--- src/rtl/branch_cmp_pipe_if.sv ---
// rtl/branch_cmp_pipe_if.sv - request/response bundle for branch_cmp_pipe
// slave is the comparator side, master is the issue/redirect side.
interface branch_cmp_pipe_if #(
  parameter int XLEN  = 32,
  parameter int TAG_W = 4
);
  logic             in_valid;
  logic             in_ready;
  logic [XLEN-1:0]  rs1_d;
  logic [XLEN-1:0]  rs2_d;
  logic [2:0]       cmp_op;
  logic [XLEN-1:0]  pc;
  logic [XLEN-1:0]  imm;
  logic             pred_taken;
  logic [TAG_W-1:0] tag;
  logic             out_valid;
  logic             out_ready;
  logic             b;
  logic [XLEN-1:0]  target;
  logic             mispredict;
  logic             illegal;
  logic [TAG_W-1:0] out_tag;

  modport slave (
    input  in_valid, rs1_d, rs2_d, cmp_op, pc, imm, pred_taken, tag, out_ready,
    output in_ready, out_valid, b, target, mispredict, illegal, out_tag
  );

  modport master (
    output in_valid, rs1_d, rs2_d, cmp_op, pc, imm, pred_taken, tag, out_ready,
    input  in_ready, out_valid, b, target, mispredict, illegal, out_tag
  );
endinterface

--- src/rtl/branch_cmp_pipe.sv ---
// rtl/branch_cmp_pipe.sv - two-stage RV32I branch comparator with valid/ready and flush
// Optional statistics counters are built when CMP_STATS_EN is defined.
module branch_cmp_pipe #(
  parameter int XLEN  = 32,
  parameter int TAG_W = 4
) (
  input  logic clk,
  input  logic rst_n,
  input  logic flush,
  branch_cmp_pipe_if.slave bus
`ifdef CMP_STATS_EN
  ,
  output logic [31:0] cnt_cmp,
  output logic [31:0] cnt_taken,
  output logic [31:0] cnt_mispred
`endif
);

  logic             s1_valid_q, s1_valid_d;
  logic [XLEN-1:0]  s1_rs1_q, s1_rs1_d;
  logic [XLEN-1:0]  s1_rs2_q, s1_rs2_d;
  logic [2:0]       s1_op_q, s1_op_d;
  logic [XLEN-1:0]  s1_pc_q, s1_pc_d;
  logic [XLEN-1:0]  s1_imm_q, s1_imm_d;
  logic             s1_pred_q, s1_pred_d;
  logic [TAG_W-1:0] s1_tag_q, s1_tag_d;

  logic             s2_valid_q, s2_valid_d;
  logic             s2_b_q, s2_b_d;
  logic [XLEN-1:0]  s2_target_q, s2_target_d;
  logic             s2_mispred_q, s2_mispred_d;
  logic             s2_illegal_q, s2_illegal_d;
  logic [TAG_W-1:0] s2_tag_q, s2_tag_d;

  logic s2_load;
  logic in_ready_c;
  logic accept;
  logic op_eq, op_lt_s, op_lt_u;
  logic cmp_b, cmp_illegal;

  assign op_eq   = (s1_rs1_q == s1_rs2_q);
  assign op_lt_s = ($signed(s1_rs1_q) < $signed(s1_rs2_q));
  assign op_lt_u = (s1_rs1_q < s1_rs2_q);

  always_comb begin
    cmp_b       = 1'b0;
    cmp_illegal = 1'b0;
    case (s1_op_q)
      3'd0:    cmp_b = op_eq;
      3'd1:    cmp_b = !op_eq;
      3'd2:    cmp_b = op_lt_s;
      3'd3:    cmp_b = !op_lt_s;
      3'd4:    cmp_b = op_lt_u;
      3'd5:    cmp_b = !op_lt_u;
      default: cmp_illegal = 1'b1;
    endcase
  end

  // in_ready looks through S2 at out_ready so a draining pipe keeps full rate.
  assign s2_load    = s1_valid_q & (!s2_valid_q | bus.out_ready);
  assign in_ready_c = rst_n & !flush & (!s1_valid_q | s2_load);
  assign accept     = bus.in_valid & in_ready_c;

  always_comb begin
    s1_rs1_d     = s1_rs1_q;
    s1_rs2_d     = s1_rs2_q;
    s1_op_d      = s1_op_q;
    s1_pc_d      = s1_pc_q;
    s1_imm_d     = s1_imm_q;
    s1_pred_d    = s1_pred_q;
    s1_tag_d     = s1_tag_q;
    s2_b_d       = s2_b_q;
    s2_target_d  = s2_target_q;
    s2_mispred_d = s2_mispred_q;
    s2_illegal_d = s2_illegal_q;
    s2_tag_d     = s2_tag_q;

    if (accept) begin
      s1_rs1_d  = bus.rs1_d;
      s1_rs2_d  = bus.rs2_d;
      s1_op_d   = bus.cmp_op;
      s1_pc_d   = bus.pc;
      s1_imm_d  = bus.imm;
      s1_pred_d = bus.pred_taken;
      s1_tag_d  = bus.tag;
    end

    if (s2_load && !flush) begin
      s2_b_d       = cmp_b;
      s2_target_d  = s1_pc_q + s1_imm_q;
      s2_mispred_d = cmp_b ^ s1_pred_q;
      s2_illegal_d = cmp_illegal;
      s2_tag_d     = s1_tag_q;
    end

    if (flush) begin
      s1_valid_d = 1'b0;
      s2_valid_d = 1'b0;
    end else begin
      s1_valid_d = accept ? 1'b1 : (s2_load ? 1'b0 : s1_valid_q);
      s2_valid_d = s2_load ? 1'b1 : (bus.out_ready ? 1'b0 : s2_valid_q);
    end
  end

`ifdef CMP_STATS_EN
  logic        out_hs;
  logic [31:0] cnt_cmp_q, cnt_cmp_d;
  logic [31:0] cnt_taken_q, cnt_taken_d;
  logic [31:0] cnt_mispred_q, cnt_mispred_d;

  assign out_hs = s2_valid_q & bus.out_ready;

  // Counters stick at all-ones rather than wrapping.
  always_comb begin
    cnt_cmp_d     = cnt_cmp_q;
    cnt_taken_d   = cnt_taken_q;
    cnt_mispred_d = cnt_mispred_q;
    if (out_hs) begin
      if (cnt_cmp_q != 32'hFFFF_FFFF)
        cnt_cmp_d = cnt_cmp_q + 32'd1;
      if (s2_b_q && cnt_taken_q != 32'hFFFF_FFFF)
        cnt_taken_d = cnt_taken_q + 32'd1;
      if (s2_mispred_q && cnt_mispred_q != 32'hFFFF_FFFF)
        cnt_mispred_d = cnt_mispred_q + 32'd1;
    end
  end

  assign cnt_cmp     = cnt_cmp_q;
  assign cnt_taken   = cnt_taken_q;
  assign cnt_mispred = cnt_mispred_q;
`endif

  always_ff @(posedge clk) begin
    if (!rst_n) begin
      s1_valid_q   <= 1'b0;
      s1_rs1_q     <= '0;
      s1_rs2_q     <= '0;
      s1_op_q      <= '0;
      s1_pc_q      <= '0;
      s1_imm_q     <= '0;
      s1_pred_q    <= 1'b0;
      s1_tag_q     <= '0;
      s2_valid_q   <= 1'b0;
      s2_b_q       <= 1'b0;
      s2_target_q  <= '0;
      s2_mispred_q <= 1'b0;
      s2_illegal_q <= 1'b0;
      s2_tag_q     <= '0;
`ifdef CMP_STATS_EN
      cnt_cmp_q     <= '0;
      cnt_taken_q   <= '0;
      cnt_mispred_q <= '0;
`endif
    end else begin
      s1_valid_q   <= s1_valid_d;
      s1_rs1_q     <= s1_rs1_d;
      s1_rs2_q     <= s1_rs2_d;
      s1_op_q      <= s1_op_d;
      s1_pc_q      <= s1_pc_d;
      s1_imm_q     <= s1_imm_d;
      s1_pred_q    <= s1_pred_d;
      s1_tag_q     <= s1_tag_d;
      s2_valid_q   <= s2_valid_d;
      s2_b_q       <= s2_b_d;
      s2_target_q  <= s2_target_d;
      s2_mispred_q <= s2_mispred_d;
      s2_illegal_q <= s2_illegal_d;
      s2_tag_q     <= s2_tag_d;
`ifdef CMP_STATS_EN
      cnt_cmp_q     <= cnt_cmp_d;
      cnt_taken_q   <= cnt_taken_d;
      cnt_mispred_q <= cnt_mispred_d;
`endif
    end
  end

  assign bus.in_ready   = in_ready_c;
  assign bus.out_valid  = s2_valid_q;
  assign bus.b          = s2_b_q;
  assign bus.target     = s2_target_q;
  assign bus.mispredict = s2_mispred_q;
  assign bus.illegal    = s2_illegal_q;
  assign bus.out_tag    = s2_tag_q;

endmodule

--- src/flat_wrapper.sv ---
// flat-port wrapper written by rule: the top's interface ports become plain ports
module branch_cmp_pipe_flat 
#(
  parameter int XLEN  = 32,
  parameter int TAG_W = 4
)
  (clk, rst_n, flush, bus_in_valid, bus_rs1_d, bus_rs2_d, bus_cmp_op, bus_pc, bus_imm, bus_pred_taken, bus_tag, bus_out_ready, bus_in_ready, bus_out_valid, bus_b, bus_target, bus_mispredict, bus_illegal, bus_out_tag);
  branch_cmp_pipe_if #(.XLEN(XLEN), .TAG_W(TAG_W)) bus_i ();
  input  logic clk;
  input  logic rst_n;
  input  logic flush;
  input wire logic [$bits(bus_i.in_valid)-1:0] bus_in_valid;
  input wire logic [$bits(bus_i.rs1_d)-1:0] bus_rs1_d;
  input wire logic [$bits(bus_i.rs2_d)-1:0] bus_rs2_d;
  input wire logic [$bits(bus_i.cmp_op)-1:0] bus_cmp_op;
  input wire logic [$bits(bus_i.pc)-1:0] bus_pc;
  input wire logic [$bits(bus_i.imm)-1:0] bus_imm;
  input wire logic [$bits(bus_i.pred_taken)-1:0] bus_pred_taken;
  input wire logic [$bits(bus_i.tag)-1:0] bus_tag;
  input wire logic [$bits(bus_i.out_ready)-1:0] bus_out_ready;
  output wire logic [$bits(bus_i.in_ready)-1:0] bus_in_ready;
  output wire logic [$bits(bus_i.out_valid)-1:0] bus_out_valid;
  output wire logic [$bits(bus_i.b)-1:0] bus_b;
  output wire logic [$bits(bus_i.target)-1:0] bus_target;
  output wire logic [$bits(bus_i.mispredict)-1:0] bus_mispredict;
  output wire logic [$bits(bus_i.illegal)-1:0] bus_illegal;
  output wire logic [$bits(bus_i.out_tag)-1:0] bus_out_tag;
  assign bus_i.in_valid = bus_in_valid;
  assign bus_i.rs1_d = bus_rs1_d;
  assign bus_i.rs2_d = bus_rs2_d;
  assign bus_i.cmp_op = bus_cmp_op;
  assign bus_i.pc = bus_pc;
  assign bus_i.imm = bus_imm;
  assign bus_i.pred_taken = bus_pred_taken;
  assign bus_i.tag = bus_tag;
  assign bus_i.out_ready = bus_out_ready;
  assign bus_in_ready = bus_i.in_ready;
  assign bus_out_valid = bus_i.out_valid;
  assign bus_b = bus_i.b;
  assign bus_target = bus_i.target;
  assign bus_mispredict = bus_i.mispredict;
  assign bus_illegal = bus_i.illegal;
  assign bus_out_tag = bus_i.out_tag;
  branch_cmp_pipe #(.XLEN(XLEN), .TAG_W(TAG_W)) u_core (.clk(clk), .rst_n(rst_n), .flush(flush), .bus(bus_i));
endmodule
--- config.mk ---
export PLATFORM = sky130hd
export DESIGN_NAME = branch_cmp_pipe_flat
export DESIGN_NICKNAME = d
export VERILOG_FILES = /design/src/rtl/branch_cmp_pipe_if.sv /design/src/rtl/branch_cmp_pipe.sv /design/src/flat_wrapper.sv
export SDC_FILE = /design/constraint.sdc
export NUM_CORES = 1
export LEC_CHECK = 0
export CAP_MARGIN = 0
export CORE_ASPECT_RATIO = 0.75
export CORE_UTILIZATION = 56
export CTS_CLUSTER_DIAMETER = 40
export DETAILED_ROUTE_END_ITERATION = 8
export GPL_TIMING_DRIVEN = 0
export PLACE_DENSITY = 0.86
export SLEW_MARGIN = 20
export SYNTH_ARGS = -nofsm -noshare
export SYNTH_HDL_FRONTEND = slang
export SYNTH_SLANG_ARGS = --single-unit
--- constraint.sdc ---
create_clock -name clk -period 5.6 [get_ports clk]
set_input_delay 0.84 -clock clk [delete_from_list [all_inputs] [get_ports clk]]
set_output_delay 0.84 -clock clk [all_outputs]
set_load 0.005 [all_outputs]
==> results of run 1 <==
[metrics by stage]
step,util [%],std cells,cell area [um2],hold WS [ps],power (mW)
after floorplan,-,1095,8960,439,1.51
after global placement,71.5,1480,11000,447,1.67
after detailed placement,71.5,1480,11000,455,1.68
after CTS,75.5,1512,11600,458,2.92
after global routing,75.5,1512,11600,478,3.02
final,75.5,1512,11600,458,2.92
[cell type report]
type                       instances  share of cell area [%]
sequential                       177                    30.4
timing repair buffer             180                    15.5
inverter                          41                    1.32
buffer                            60                    2.46
multi-input combinational        817                    42.7
tap                              205                    2.20
clock buffer                      23                    4.28
clock inverter                     9                    1.10
[cell usage after synthesis, types with 4 or more instances]
master    instances
a21boi_0        142
a21boi_1          5
a21o_1           21
a21o_2            6
a21oi_1          38
a31oi_1           8
and2_1           13
and3_2            4
buf_1             4
buf_2             7
clkbuf_1         41
dfxtp_1         177
ha_1             63
inv_1            41
nand2_1         331
nand2b_1          4
nand3_1          20
nand4_1          11
nor2_1           14
nor2b_1           5
nor3_1            8
o211ai_1          4
o21ai_0          32
xnor2_1          14
xor2_1           11
[where the power goes]
part / switching (mW) / internal [mW] / total (mW)
clock: 0.495 / 0.759 / 1.25
combinational: 0.167 / 0.180 / 0.347
sequential: 0.0229 / 1.29 / 1.32
total: 0.685 / 2.23 / 2.92
[layer usage]
layer | wire, um | global-route usage, % | part of all wire, % | up-vias
met3 | 2280 | 6.07 | 9.1 | 59
met2 | 10700 | 48.4 | 43 | 377
met5 | 0 | 0 | 0 | -
met4 | 730 | 11.8 | 2.9 | 0
met1 | 11200 | 43.4 | 45 | 3860
li1 | - | - | - | 4119
[sequential cells by signal, summed over array words and instances, names as in the netlist]
register               cells
u_core.bus.illegal         1
u_core.bus.b               1
u_core.bus.out_tag         4
u_core.s1_pred_q           1
u_core.s1_tag_q            4
u_core.s1_rs2_q           32
u_core.s1_rs1_q           32
u_core.bus.target         32
u_core.bus.out_valid       1
u_core.s1_valid_q          1
u_core.s1_imm_q           32
u_core.s1_op_q             3
u_core.bus.mispredict      1
u_core.s1_pc_q            32
[cell families (layout without fill, tap and decap cells)]
group,after synthesis,in the layout,share of synthesized area [%]
compound gates,295,295,23.4
mux,1,1,0.112
buf+inv,101,313,4.91
xor+xnor,25,25,2.44
simple gates,432,432,20.5
fa+ha+maj,64,64,9.02
flops,177,177,39.5
[critical path, stage by stage]
cell	delay [ps]
clkdlybuf4s50_1	450
nand2b_1	200
a21oi_1	210
clkdlybuf4s50_1	540
[how the worst max path moves through the flow]
stage / from / endpoint / slack, ps / cells past startpoint
floorplan: bus_out_ready / u_core.bus.target[15] / 3290 / 5
global placement: bus_out_ready / u_core.s1_pc_q[6] / 2430 / 8
detailed placement: bus_out_ready / u_core.s1_pc_q[6] / 2270 / 8
CTS: flush / bus_in_ready / 2520 / 4
global route: flush / bus_in_ready / 2400 / 4
finish: flush / bus_in_ready / 2520 / 4
==> flow_metrics.py, run 1 <==
metrics = {
    "cts": {
        "cts_resized": 0,
        "hold_buffers": 0,
        "cts_tree": "yes",
        "cts_buffers": 17,
        "cts_buffer_depth": 2,
        "insertion_delay_ps": 440,
        "cts_root_buffer": "clkbuf_16",
        "cts_max_level": 4,
        "clock-sinks": 177,
        "path_clk_slew_ps": 60,
        "postCtsSetupBuffers": 0,
    },
    "floorplan": {
        "initial_utilization_pct": 58.1,
        "core_area_um2": 15400,
        "die_w_um": 148,
        "dieArea_um2": 16500,
        "io_pins": 182,
        "std_cell_rows": 39,
        "die_y_um": 112,
    },
    "timing": {
        "finalHoldViolCount": 0,
        "timing.final.ws_setup_ps": 2520,
        "fin_crit_sh_pct": 55.0,
        "fin_tns_setup_ps": 0,
        "clock_skew_ps": 9.56,
        "rsz0062_at_grt": "false",
        "fin_crit_ps": 3080,
        "slew_headroom_pct": 43.7,
        "finalMaxSlewViolations": 0,
        "clock.fmax_ghz": 0.325,
        "worst_slew_pin_slew_ps": 841,
        "finalSetupViolCount": 0,
    },
    "worst_setup_path": {
        "r2r_cells": 11,
        "endpoint_kind": "output port",
        "critPathKind": "in2out",
        "reg2reg_to": "u_core.bus.target[30]",
        "r2r_start": "u_core.s1_imm_q[0]",
        "critPathMaxFanout": 3,
        "rrSetupSlack_ps": 2680,
        "start_kind": "input port",
        "worstPathRequired_ps": 4760,
        "cp_data_arrival_time_ps": 2240,
    },
    "routing": {
        "wl_per_cell_um": 16.5,
        "dr.pass1.iters": 6,
        "num_vias": 8415,
        "antenna_left": 0,
        "vias_per_cell": 5.57,
        "drt_iter0_drc": 642,
        "routed_wl_um": 25000,
        "drc_errors": 0,
    },
    "min_path": {
        "whs_path_depth": 2,
        "holdPathEnd": "u_core.bus.out_tag[2]",
        "worstHoldStart": "u_core.s1_tag_q[2]",
        "min_path_type": "reg2reg",
    },
    "finish": {
        "multi_input_area_um2": 4980,
        "regArea_um2": 3540,
        "final_common_cell": "nand2_1",
        "syn_to_final_growth_pct": 29.9,
        "antennaDiodeCount": 0,
        "layout-drive-gt1-share_pct": 5.51,
        "layout.nets": 1499,
        "final_cell_mix": "nand2_1 (331), clkdlybuf4s50_1 (180), dfxtp_1 (177), a21boi_0 (142), ha_1 (63)",
        "fillers": 1185,
    },
    "global_route": {
        "grt_max_degree": 17,
        "grt_usage_pct": 31.4,
        "antenna_found_initial": 0,
        "overflow": 0,
        "grt_pass1_wl_um": 40700,
        "grt_pass1_vias": 8195,
    },
    "logic_synthesis": {
        "async_flop_share_pct": 0,
        "yosys-top-cells-area": "dfxtp_1 (40%), nand2_1 (14%), a21boi_0 (12%)",
        "synth_edf_count": 0,
        "synth_top_area_share_pct": 39.5,
        "yosysUniqueCellTypes": 67,
        "netlist.top_cell.by_area": "dfxtp_1",
        "yosys_register_bits": 177,
        "netlist_instances": 1095,
        "yosysWarnings": 0,
        "syn_area_um2": 8960,
        "ys.flop_type": "dfxtp_1",
        "avgSynthCellArea_um2": 8.18,
        "seq_area_frac_synth_pct": 39.5,
        "synth_nets": 1300,
    },
    "placed_design": {
        "io_buffer_count": 180,
        "gp_congestion": 0.922,
        "place_hpwl_um": 18800,
        "post-place-ws_ps": 2270,
    },
    "pwr": {
        "powerDensity_nw_per_um2": 251,
        "worst_ir_drop_vdd_uv": 208,
        "leakage_nw": 4.58,
    },
    "flow_run": {
        "maxCapViolations": 0,
    },
    "status": {
        "status": "finished, final reports clean",
    },
}
Note: power is estimated with default switching activity, not from simulation.
==> run 2: changes to the inputs <==
Settings changed: CORE_UTILIZATION 56 to 47, PLACE_DENSITY 0.86 to 0.77.
Clock period 5.6 ns to 2.8 ns, I/O delays scaled along.
==> flow_metrics.py, run 2 (synthesized netlist as in run 1, its figures left out) <==
metrics = {
    "status": {
        "status": "finished, final reports clean",
    },
    "floorplan": {
        "dieArea_um2": 19600,
        "initial_utilization_pct": 48.3,
        "core_area_um2": 18600,
        "die_y_um": 122,
        "io_pins": 182,
        "std_cell_rows": 43,
        "die_w_um": 161,
    },
    "global_route": {
        "grt_pass1_vias": 7667,
        "antenna_found_initial": 0,
        "grt_max_degree": 17,
        "grt_pass1_wl_um": 39200,
        "grt_usage_pct": 25.7,
        "overflow": 0,
    },
    "worst_setup_path": {
        "endpoint_kind": "flip-flop",
        "critPathMaxFanout": 5,
        "worstPathRequired_ps": 3100,
        "critPathKind": "reg2reg",
        "r2r_cells": 9,
        "start_kind": "flip-flop",
        "cp_data_arrival_time_ps": 2920,
    },
    "min_path": {
        "min_path_type": "in2reg",
        "whs_path_depth": 3,
    },
    "routing": {
        "drt_iter0_drc": 555,
        "vias_per_cell": 5.30,
        "wl_per_cell_um": 15.9,
        "num_vias": 8229,
        "antenna_left": 0,
        "routed_wl_um": 24700,
        "drc_errors": 0,
        "dr.pass1.iters": 8,
    },
    "pwr": {
        "p_comb_share_pct": 12.0,
        "worst_ir_drop_vdd_uv": 370,
        "p_seq_share_pct": 45.7,
        "p_clk_share_pct": 42.3,
        "total_power_mw": 5.76,
        "internal-power_mw": 4.36,
        "leakage_nw": 4.56,
        "p_sw_share_pct": 24.3,
        "powerDensity_nw_per_um2": 493,
        "switchingPower_mw": 1.40,
    },
    "timing": {
        "fin_crit_sh_pct": 93.3,
        "clock_skew_ps": 13.2,
        "finalHoldViolCount": 0,
        "finalSetupViolCount": 0,
        "slew_headroom_pct": 42.3,
        "rsz0062_at_grt": "false",
        "clock.fmax_ghz": 0.383,
        "fin_tns_setup_ps": 0,
        "worst_slew_pin_slew_ps": 862,
        "finalMaxSlewViolations": 0,
        "timing.final.ws_setup_ps": 187,
        "hold-worst-slack_ps": 328,
        "fin_crit_ps": 2610,
    },
    "finish": {
        "fillers": 1655,
        "antennaDiodeCount": 0,
        "final_cell_mix": "nand2_1 (331), clkdlybuf4s50_1 (180), dfxtp_1 (177), a21boi_0 (142), ha_1 (63)",
        "layout-drive-gt1-share_pct": 5.66,
        "final_cells": 1554,
        "final_util_pct": 63.0,
        "final_common_cell": "nand2_1",
        "syn_to_final_growth_pct": 30.5,
        "design_area_um2": 11700,
        "layout.nets": 1499,
    },
    "cts": {
        "cts_max_level": 4,
        "cts_buffer_depth": 2,
        "path_clk_slew_ps": 70,
        "insertion_delay_ps": 440,
        "clock-sinks": 177,
        "cts_buffers": 17,
        "postCtsSetupBuffers": 0,
        "cts_root_buffer": "clkbuf_16",
        "hold_buffers": 0,
        "cts_tree": "yes",
    },
    "placed_design": {
        "io_buffer_count": 180,
        "post-place-ws_ps": -165,
        "dp_cells": 1522,
        "dpl_cell_area_um2": 11100,
        "place_hpwl_um": 18900,
        "gp_congestion": 0.895,
    },
    "flow_run": {
        "maxCapViolations": 0,
    },
}
==> run 2: cell count changes in the layout (fill, tap and decap cells not counted), moves of 2 or more <==
| cell | delta |
|---|---|
| clkbuf_8 | -5 |
| inv_6 | +3 |
| clkinv_4 | +2 |
| clkbuf_1 | +2 |
| clkinvlp_4 | -2 |
==> run 2: power by group through the flow <==
stage	registers [mW]	logic, mW	clock network [mW]
after CTS	2.63	0.690	2.46
after global placement	2.69	0.670	0
after detailed placement	2.69	0.682	0
final	2.63	0.692	2.44
after floorplan	2.68	0.349	0
after global routing	2.64	0.762	2.58
==> run 2: layout make-up <==
class                   count  area [um2]  area share [%]
plain buffers              60         287            2.45
clock buffers              20         437            3.73
clock inverters            12         156            1.34
inverters                  41         154            1.32
multi-input cells         817        5000            42.8
flip-flops and latches    177        3540            30.3
well taps                 247         309            2.64
repair buffers            180        1800            15.4
==> run 2: final timing paths <==
kind	startpoint	endpoint	slack (ps)
setup / recovery	u_core.s1_imm_q[3]	u_core.bus.target[15]	190
hold / removal	rst_n	u_core.bus.out_valid	330
setup reg to reg	u_core.s1_imm_q[3]	u_core.bus.target[15]	190
hold reg to reg	u_core.bus.out_tag[1]	u_core.bus.out_tag[1]	460
==> run 2: worst max-delay path, stage by stage (launching register included) <==
cell and delay [ps]:
dfxtp_1 320, ha_1 380, a21o_2 270, a21oi_4 190, a21oi_2 90, a221o_1 300, a21o_2 230, a31oi_1 390
or4_1 210, o211ai_1 100
==> run 2: per-layer routing <==
metal	global-route usage (%)	share of wire (%)
met2	39.5	43
met4	7.43	2.1
met3	5.31	6.2
met1	36.3	49
met5	0	0
==> run 2: timing repair <==
item | in CTS | in global routing
gates cloned | 0 | 0
setup endpoints to repair | 2 | 4
pin swaps | 0 | 2
resized for setup | 1 | 4
endpoints found under the hold margin | 0 | 0
==> run 3: changes to the inputs <==
Settings changed: CAP_MARGIN 0 to 20.
==> results of run 3 <==
The final DEF is identical to that of run 2; final timing and power are the same.
